<file path="src/rtl/pipe_hazard_ctrl.sv">
// Hazard/sequencing controller for a forwarding-less 5-stage pipeline: RAW stalls, data-memory waits, branch flushes.
// Optional macro HAZARD_STATS_EN adds saturating stall/flush cycle counters.
module pipe_hazard_ctrl #(
    parameter int REG_W          = 4,
    parameter int ZERO_REG       = 1,
    parameter int WB_WRITE_FIRST = 1,
    parameter int FLUSH_CYCLES   = 1,
    parameter int MEM_TIMEOUT    = 15
) (
    input  logic             clk,
    input  logic             reset,
    input  logic             dec_valid,
    input  logic [REG_W-1:0] dec_rs1,
    input  logic             dec_rs1_used,
    input  logic [REG_W-1:0] dec_rs2,
    input  logic             dec_rs2_used,
    input  logic [REG_W-1:0] exe_rd,
    input  logic [REG_W-1:0] mem_rd,
    input  logic [REG_W-1:0] wb_rd,
    input  logic             exe_wr,
    input  logic             mem_wr,
    input  logic             wb_wr,
    input  logic             branch_taken,
    input  logic             mem_req,
    input  logic             mem_ready,
    output logic             pc_stall,
    output logic             fd_stall,
    output logic             fd_flush,
    output logic             de_bubble,
    output logic             pipe_freeze,
    output logic             mem_err,
`ifdef HAZARD_STATS_EN
    output logic [15:0]      raw_stall_cnt,
    output logic [15:0]      mem_stall_cnt,
    output logic [15:0]      flush_cnt,
`endif
    output logic [1:0]       state
);

    localparam logic [1:0] ST_RUN       = 2'd0;
    localparam logic [1:0] ST_RAW_STALL = 2'd1;
    localparam logic [1:0] ST_MEM_WAIT  = 2'd2;
    localparam logic [1:0] ST_FLUSH     = 2'd3;

    localparam logic [7:0] TMO_LIMIT = 8'(MEM_TIMEOUT);
    localparam logic [1:0] FL_LAST   = 2'(FLUSH_CYCLES - 1);

    logic [1:0] r_state;
    logic [7:0] r_tmo_cnt;
    logic [1:0] r_fl_cnt;
    logic       r_mem_err;

    logic       w_hit1, w_hit2, w_raw, w_memwait;
    logic       w_pc_stall, w_fd_stall, w_fd_flush, w_de_bubble, w_pipe_freeze;
    logic       w_run_eval, w_mw_eff, w_set_err;
    logic [1:0] w_next_state;
    logic [7:0] w_next_tmo;
    logic [1:0] w_next_fl;

    // Source-vs-destination compare; register 0 and a write-first WB slot never hazard.
    always_comb begin
        w_hit1 = dec_rs1_used
               & ~((ZERO_REG != 0) & (dec_rs1 == {REG_W{1'b0}}))
               & ((exe_wr & (exe_rd == dec_rs1)) | (mem_wr & (mem_rd == dec_rs1))
                  | ((WB_WRITE_FIRST == 0) & wb_wr & (wb_rd == dec_rs1)));
        w_hit2 = dec_rs2_used
               & ~((ZERO_REG != 0) & (dec_rs2 == {REG_W{1'b0}}))
               & ((exe_wr & (exe_rd == dec_rs2)) | (mem_wr & (mem_rd == dec_rs2))
                  | ((WB_WRITE_FIRST == 0) & wb_wr & (wb_rd == dec_rs2)));
        w_raw     = dec_valid & (w_hit1 | w_hit2);
        w_memwait = mem_req & ~mem_ready;
    end

    // Control decode and next-state; RAW_STALL, MEM_WAIT release and RUN share one decision path.
    always_comb begin
        w_pc_stall    = 1'b0;
        w_fd_stall    = 1'b0;
        w_fd_flush    = 1'b0;
        w_de_bubble   = 1'b0;
        w_pipe_freeze = 1'b0;
        w_run_eval    = 1'b0;
        w_mw_eff      = w_memwait;
        w_set_err     = 1'b0;
        w_next_state  = r_state;
        w_next_tmo    = r_tmo_cnt;
        w_next_fl     = r_fl_cnt;
        case (r_state)
            ST_FLUSH: begin
                if (w_memwait) begin
                    w_pc_stall    = 1'b1;
                    w_fd_stall    = 1'b1;
                    w_pipe_freeze = 1'b1;
                    w_next_state  = ST_MEM_WAIT;
                    w_next_tmo    = 8'd1;
                    w_next_fl     = 2'd0;
                end else begin
                    w_fd_flush = 1'b1;
                    if (r_fl_cnt >= FL_LAST) begin
                        w_next_state = ST_RUN;
                        w_next_fl    = 2'd0;
                    end else begin
                        w_next_fl = r_fl_cnt + 2'd1;
                    end
                end
            end
            ST_MEM_WAIT: begin
                if (w_memwait && (r_tmo_cnt >= TMO_LIMIT)) begin
                    w_set_err  = 1'b1;
                    w_mw_eff   = 1'b0;
                    w_run_eval = 1'b1;
                end else if (w_memwait) begin
                    w_pc_stall    = 1'b1;
                    w_fd_stall    = 1'b1;
                    w_pipe_freeze = 1'b1;
                    w_next_tmo    = r_tmo_cnt + 8'd1;
                end else begin
                    w_run_eval = 1'b1;
                end
            end
            default: w_run_eval = 1'b1;
        endcase

        if (w_run_eval) begin
            w_next_tmo = 8'd0;
            w_next_fl  = 2'd0;
            if (w_mw_eff) begin
                w_pc_stall    = 1'b1;
                w_fd_stall    = 1'b1;
                w_pipe_freeze = 1'b1;
                w_next_state  = ST_MEM_WAIT;
                w_next_tmo    = 8'd1;
            end else if (w_raw) begin
                w_pc_stall   = 1'b1;
                w_fd_stall   = 1'b1;
                w_de_bubble  = 1'b1;
                w_next_state = w_set_err ? ST_RUN : ST_RAW_STALL;
            end else if (branch_taken) begin
                w_fd_flush = 1'b1;
                if (FLUSH_CYCLES > 1) begin
                    w_next_state = ST_FLUSH;
                    w_next_fl    = 2'd1;
                end else begin
                    w_next_state = ST_RUN;
                end
            end else begin
                w_next_state = ST_RUN;
            end
        end else begin
            w_mw_eff = w_memwait;
        end
    end

    // State, counters and the sticky timeout flag.
    always_ff @(posedge clk) begin
        if (!reset) begin
            r_state   <= ST_RUN;
            r_tmo_cnt <= 8'd0;
            r_fl_cnt  <= 2'd0;
            r_mem_err <= 1'b0;
        end else begin
            r_state   <= w_next_state;
            r_tmo_cnt <= w_next_tmo;
            r_fl_cnt  <= w_next_fl;
            r_mem_err <= r_mem_err | w_set_err;
        end
    end

    // Reset low forces every output to 0 regardless of the stored state.
    assign pc_stall    = reset & w_pc_stall;
    assign fd_stall    = reset & w_fd_stall;
    assign fd_flush    = reset & w_fd_flush;
    assign de_bubble   = reset & w_de_bubble;
    assign pipe_freeze = reset & w_pipe_freeze;
    assign mem_err     = reset & r_mem_err;
    assign state       = reset ? r_state : ST_RUN;

`ifdef HAZARD_STATS_EN
    logic [15:0] r_raw_cnt, r_mem_cnt, r_flush_cnt;

    // Saturating cycle counters for stall/freeze/flush activity.
    always_ff @(posedge clk) begin
        if (!reset) begin
            r_raw_cnt   <= 16'd0;
            r_mem_cnt   <= 16'd0;
            r_flush_cnt <= 16'd0;
        end else begin
            if (de_bubble && (r_raw_cnt != 16'hFFFF)) r_raw_cnt <= r_raw_cnt + 16'd1;
            if (pipe_freeze && (r_mem_cnt != 16'hFFFF)) r_mem_cnt <= r_mem_cnt + 16'd1;
            if (fd_flush && (r_flush_cnt != 16'hFFFF)) r_flush_cnt <= r_flush_cnt + 16'd1;
        end
    end

    assign raw_stall_cnt = r_raw_cnt;
    assign mem_stall_cnt = r_mem_cnt;
    assign flush_cnt     = r_flush_cnt;
`endif

endmodule

</file>
<file path="config.mk">
export PLATFORM = sky130hd
export DESIGN_NAME = pipe_hazard_ctrl
export DESIGN_NICKNAME = d
export VERILOG_FILES = /design/src/rtl/pipe_hazard_ctrl.sv
export SDC_FILE = /design/constraint.sdc
export NUM_CORES = 1
export LEC_CHECK = 0
export BUFFER_PORTS_ARGS = -buffer_cell sky130_fd_sc_hd__buf_2
export CAP_MARGIN = 20
export CORE_MARGIN = 2
export CORE_UTILIZATION = 48
export CTS_CLUSTER_DIAMETER = 100
export DETAILED_ROUTE_END_ITERATION = 10
export GPL_TIMING_DRIVEN = 0
export PLACE_DENSITY = 0.93
export SLEW_MARGIN = 30
export SYNTH_ARGS = -nofsm -noshare
export SYNTH_HDL_FRONTEND = slang
export SYNTH_SLANG_ARGS = --single-unit
export TNS_END_PERCENT = 50
</file>
<file path="constraint.sdc">
create_clock -name clk -period 2.9 [get_ports clk]
set_input_delay 0.145 -clock clk [delete_from_list [all_inputs] [get_ports clk]]
set_output_delay 0.145 -clock clk [all_outputs]
set_load 0.03 [all_outputs]
</file>
==> run summary <==
Net switching power: 0.1050 mW
Worst skew pair latency: 0.29 ns
Post-CTS Hold Fix Bufs: 0
Routed vias/inst: 5.599
Actual slew at the worst max-slew pin: 0.4480 ns
Area growth syn-to-layout: 26.57%
CTS tree: yes
DRT iter0 DRCs: 13
Slack of the critical path: 0.7226 ns
Switching power share of the total: 0.3024
EDFF count, synth: 0
GRT Util Overall: 0.2368
RSZ-0062 raised after global routing: false
Power Total: 0.3472 mW
Final number of setup-violating endpoints: 0
Final clock skew: 0.006659 ns
Top cell type by total area after synthesis: dfxtp_1
Clk Tree Root Cell: clkbuf_4
Lkg Pwr: 0.4393 nW
Die Area: 1999 sq um
Flops & latches, synth: 11
Async set or reset register ratio after synthesis: 0
Worst Path Arrival: 2.03 ns
Post-synth top cells: xor2_1, dfxtp_1, nand2_1, nor2_1, nor3_1
Worst slack at placement: 1.069 ns
Area of the multi-input gates: 549.3 sq um
Global route total overflow: 0
Flop pwr share: 0.442
Core Area: 1524 sq um
Max Cap Viol: 0
Count of pins over their slew limit: 0
WHS Endpoint: r_state[0]$_SDFFE_PN0P_
Top delay family on crit path: compound AO/OA/AOI/OAI gates
Net Count, Synth: 131
Register Area: 220.2 sq um
Yosys warns: 0
R2R depth: 6
FF-to-FF setup slack: 1.36 ns
Worst Setup End Kind: output pin
Post-CTS Setup Repair Bufs: 0
Crit path launch type: register
Clock transition at the registers of the reported paths: 0.08 ns
Fillers: 127
Hold-critical path depth: 3
Synth top area share: 0.2767
VDD IR max: 304.2 uV
Final period util: 0.7508
Diodes inserted: 0
Cts repair resizes: 0
IO Port Bufs: 33
Synth Cell Area: 795.8 sq um
Nets: 169
Worst path max stage delay: 0.38 ns
Cell Pwr Density: 344.7 nW/um^2
F_max: 459.3 MHz
Outcome: finished, final reports clean
Num rows: 14
TritonCTS Buffers: 3
Wire per inst: 12.84 um
WP buf/inv: 2
I/O Pins: 39
Initial Util: 0.5222
Max-slew headroom: 0.6994
Syn Inst Count: 99
HPWL reported at the end of detailed placement: 1546 um
Chip Height: 44.72 um
Area contributors post-synth: dfxtp_1, xor2_1, xnor2_1
Fin cells: 152
1st-pass router iterations: 4
Int Pwr: 0.2422 mW
Most frequent cell after synthesis: xor2_1
Clock power share: 0.327
CP Cell Sequence: ha_1 > nand3_1 > a21oi_1 > o21ai_0 > a31oi_1 > a211oi_2 > buf_4 > buf_2
Layout cell share with drive strength beyond 1: 0.3162
Reg-to-Reg Start: r_tmo_cnt[0]$_SDFFE_PN0P_
Vias in the first global route: 803
Htree depth: 1
Crit Path Max Fanout: 4
Final Hold Vio Count: 0
Initial antenna violation count: 0
Setup_tns: 0 ns
Hold Path Class: primary input to register
Inst Count DP: 148
Die X: 44.72 um
Data required time of the worst path: 2.76 ns
Crit-path slowest cell: dfxtp_1
RePlAce Congestion: 0.8252
Seq/Total Area, Yosys: 0.2767
HP Start: dec_valid
Drt drc: 0
Post-Route WL: 1951 um
Post-synth top flop: dfxtp_1
Library cells used by synthesis: 33
Syn avg cell area: 8.038 sq um
Global-route wire length before repair: 3381 um
Clk sink count: 11
Comb pwr share: 0.231
ANT nets after route: 0
Crit Reg-Reg Endpoint: r_tmo_cnt[2]$_SDFFE_PN0P_
Clock buffer depth: 2
Via count: 851
Type of the worst setup path: register to output pin
Largest net degree at the start of global routing: 11
Final min period: 2.177 ns
==> how the worst max path moves through the flow <==
stage / from / to / slack [ns] / depth (start not counted)
finish: r_tmo_cnt[0]$_SDFFE_PN0P_ / pc_stall / 0.72 / 8
global route: r_tmo_cnt[4]$_SDFFE_PN0P_ / pc_stall / 0.56 / 7
CTS: r_tmo_cnt[0]$_SDFFE_PN0P_ / pc_stall / 0.73 / 8
detailed placement: r_tmo_cnt[0]$_SDFFE_PN0P_ / pc_stall / 1.07 / 8
global placement: r_tmo_cnt[0]$_SDFFE_PN0P_ / pc_stall / 1.11 / 8
floorplan: r_tmo_cnt[4]$_SDFFE_PN0P_ / pc_stall / 0.98 / 6
==> flip-flops by register name, indices dropped and copies added, names as in the netlist <==
name / count
r_mem_err: 1
r_tmo_cnt: 8
r_state: 2
==> layout make-up <==
cell class | count | area share
tap | 16 | 0.01988
clock buffer | 4 | 0.02609
timing repair buffer | 33 | 0.1640
sequential | 11 | 0.2186
buffer | 3 | 0.02236
inverter | 1 | 0.003727
multi-input combinational | 84 | 0.5453
==> placed cells by master (no fill, tap or decap), drive strengths merged <==
cell type / Yosys / layout
buf: 2 / 35
xor2: 14 / 14
nand2: 12 / 12
dfxtp: 11 / 11
nor2: 9 / 9
nor3: 7 / 7
and2: 5 / 5
xnor2: 5 / 5
clkbuf: 1 / 5
a21oi: 4 / 4
o21ai: 4 / 4
nand4: 3 / 3
a31oi: 3 / 3
a211oi: 3 / 3
nand3: 2 / 2
nand2b: 2 / 2
o41ai: 1 / 1
a32oi: 1 / 1
o41a: 1 / 1
o211ai: 1 / 1
nor4: 1 / 1
nor2b: 1 / 1
a32o: 1 / 1
inv: 1 / 1
and3: 1 / 1
a22oi: 1 / 1
or3: 1 / 1
ha: 1 / 1
==> per-layer routing <==
layer  share of wire  GRT usage  vias to the layer above
li1                -          -                      425
met1            0.42     0.2700                      398
met2            0.52     0.4174                       23
met3           0.041    0.05200                        5
met4           0.022     0.1091                        0
met5               0          0                        -
==> tightest hold or removal path: cells and delay by family <==
family	cells	cell delay (ns)
buf+inv	1	0.11
simple gates	2	0.15
==> metrics by stage <==
stage,hold slack (ns),util,instance area [sq um]
after CTS,0.1779,0.6609,1007
final,0.1695,0.6609,1007
after floorplan,0.2975,-,795.8
after global routing,0.1834,0.6609,1007
after detailed placement,0.4661,0.6437,980.9
after global placement,0.4471,0.6437,980.9
==> power groups by stage <==
stage               clock [mW]  sequential (mW)  combinational (mW)
finish                   0.113            0.153              0.0804
global route             0.119            0.154              0.0883
CTS                      0.111            0.153              0.0805
detailed placement           0            0.157              0.0799
global placement             0            0.157              0.0770
floorplan                    0            0.157              0.0450
==> cells by family (layout without fill, tap and decap cells) <==
group	Yosys count	count (layout)	share of synthesized area
and+or+nand+nor	44	44	0.2830
AOI/OAI and AO/OA	20	20	0.1824
xor gates and xnor gates	19	19	0.2091
DFF	11	11	0.2767
buffers and inverters	4	41	0.03301
adders and majority gates	1	1	0.01572
(Power assumes the default switching activity.)
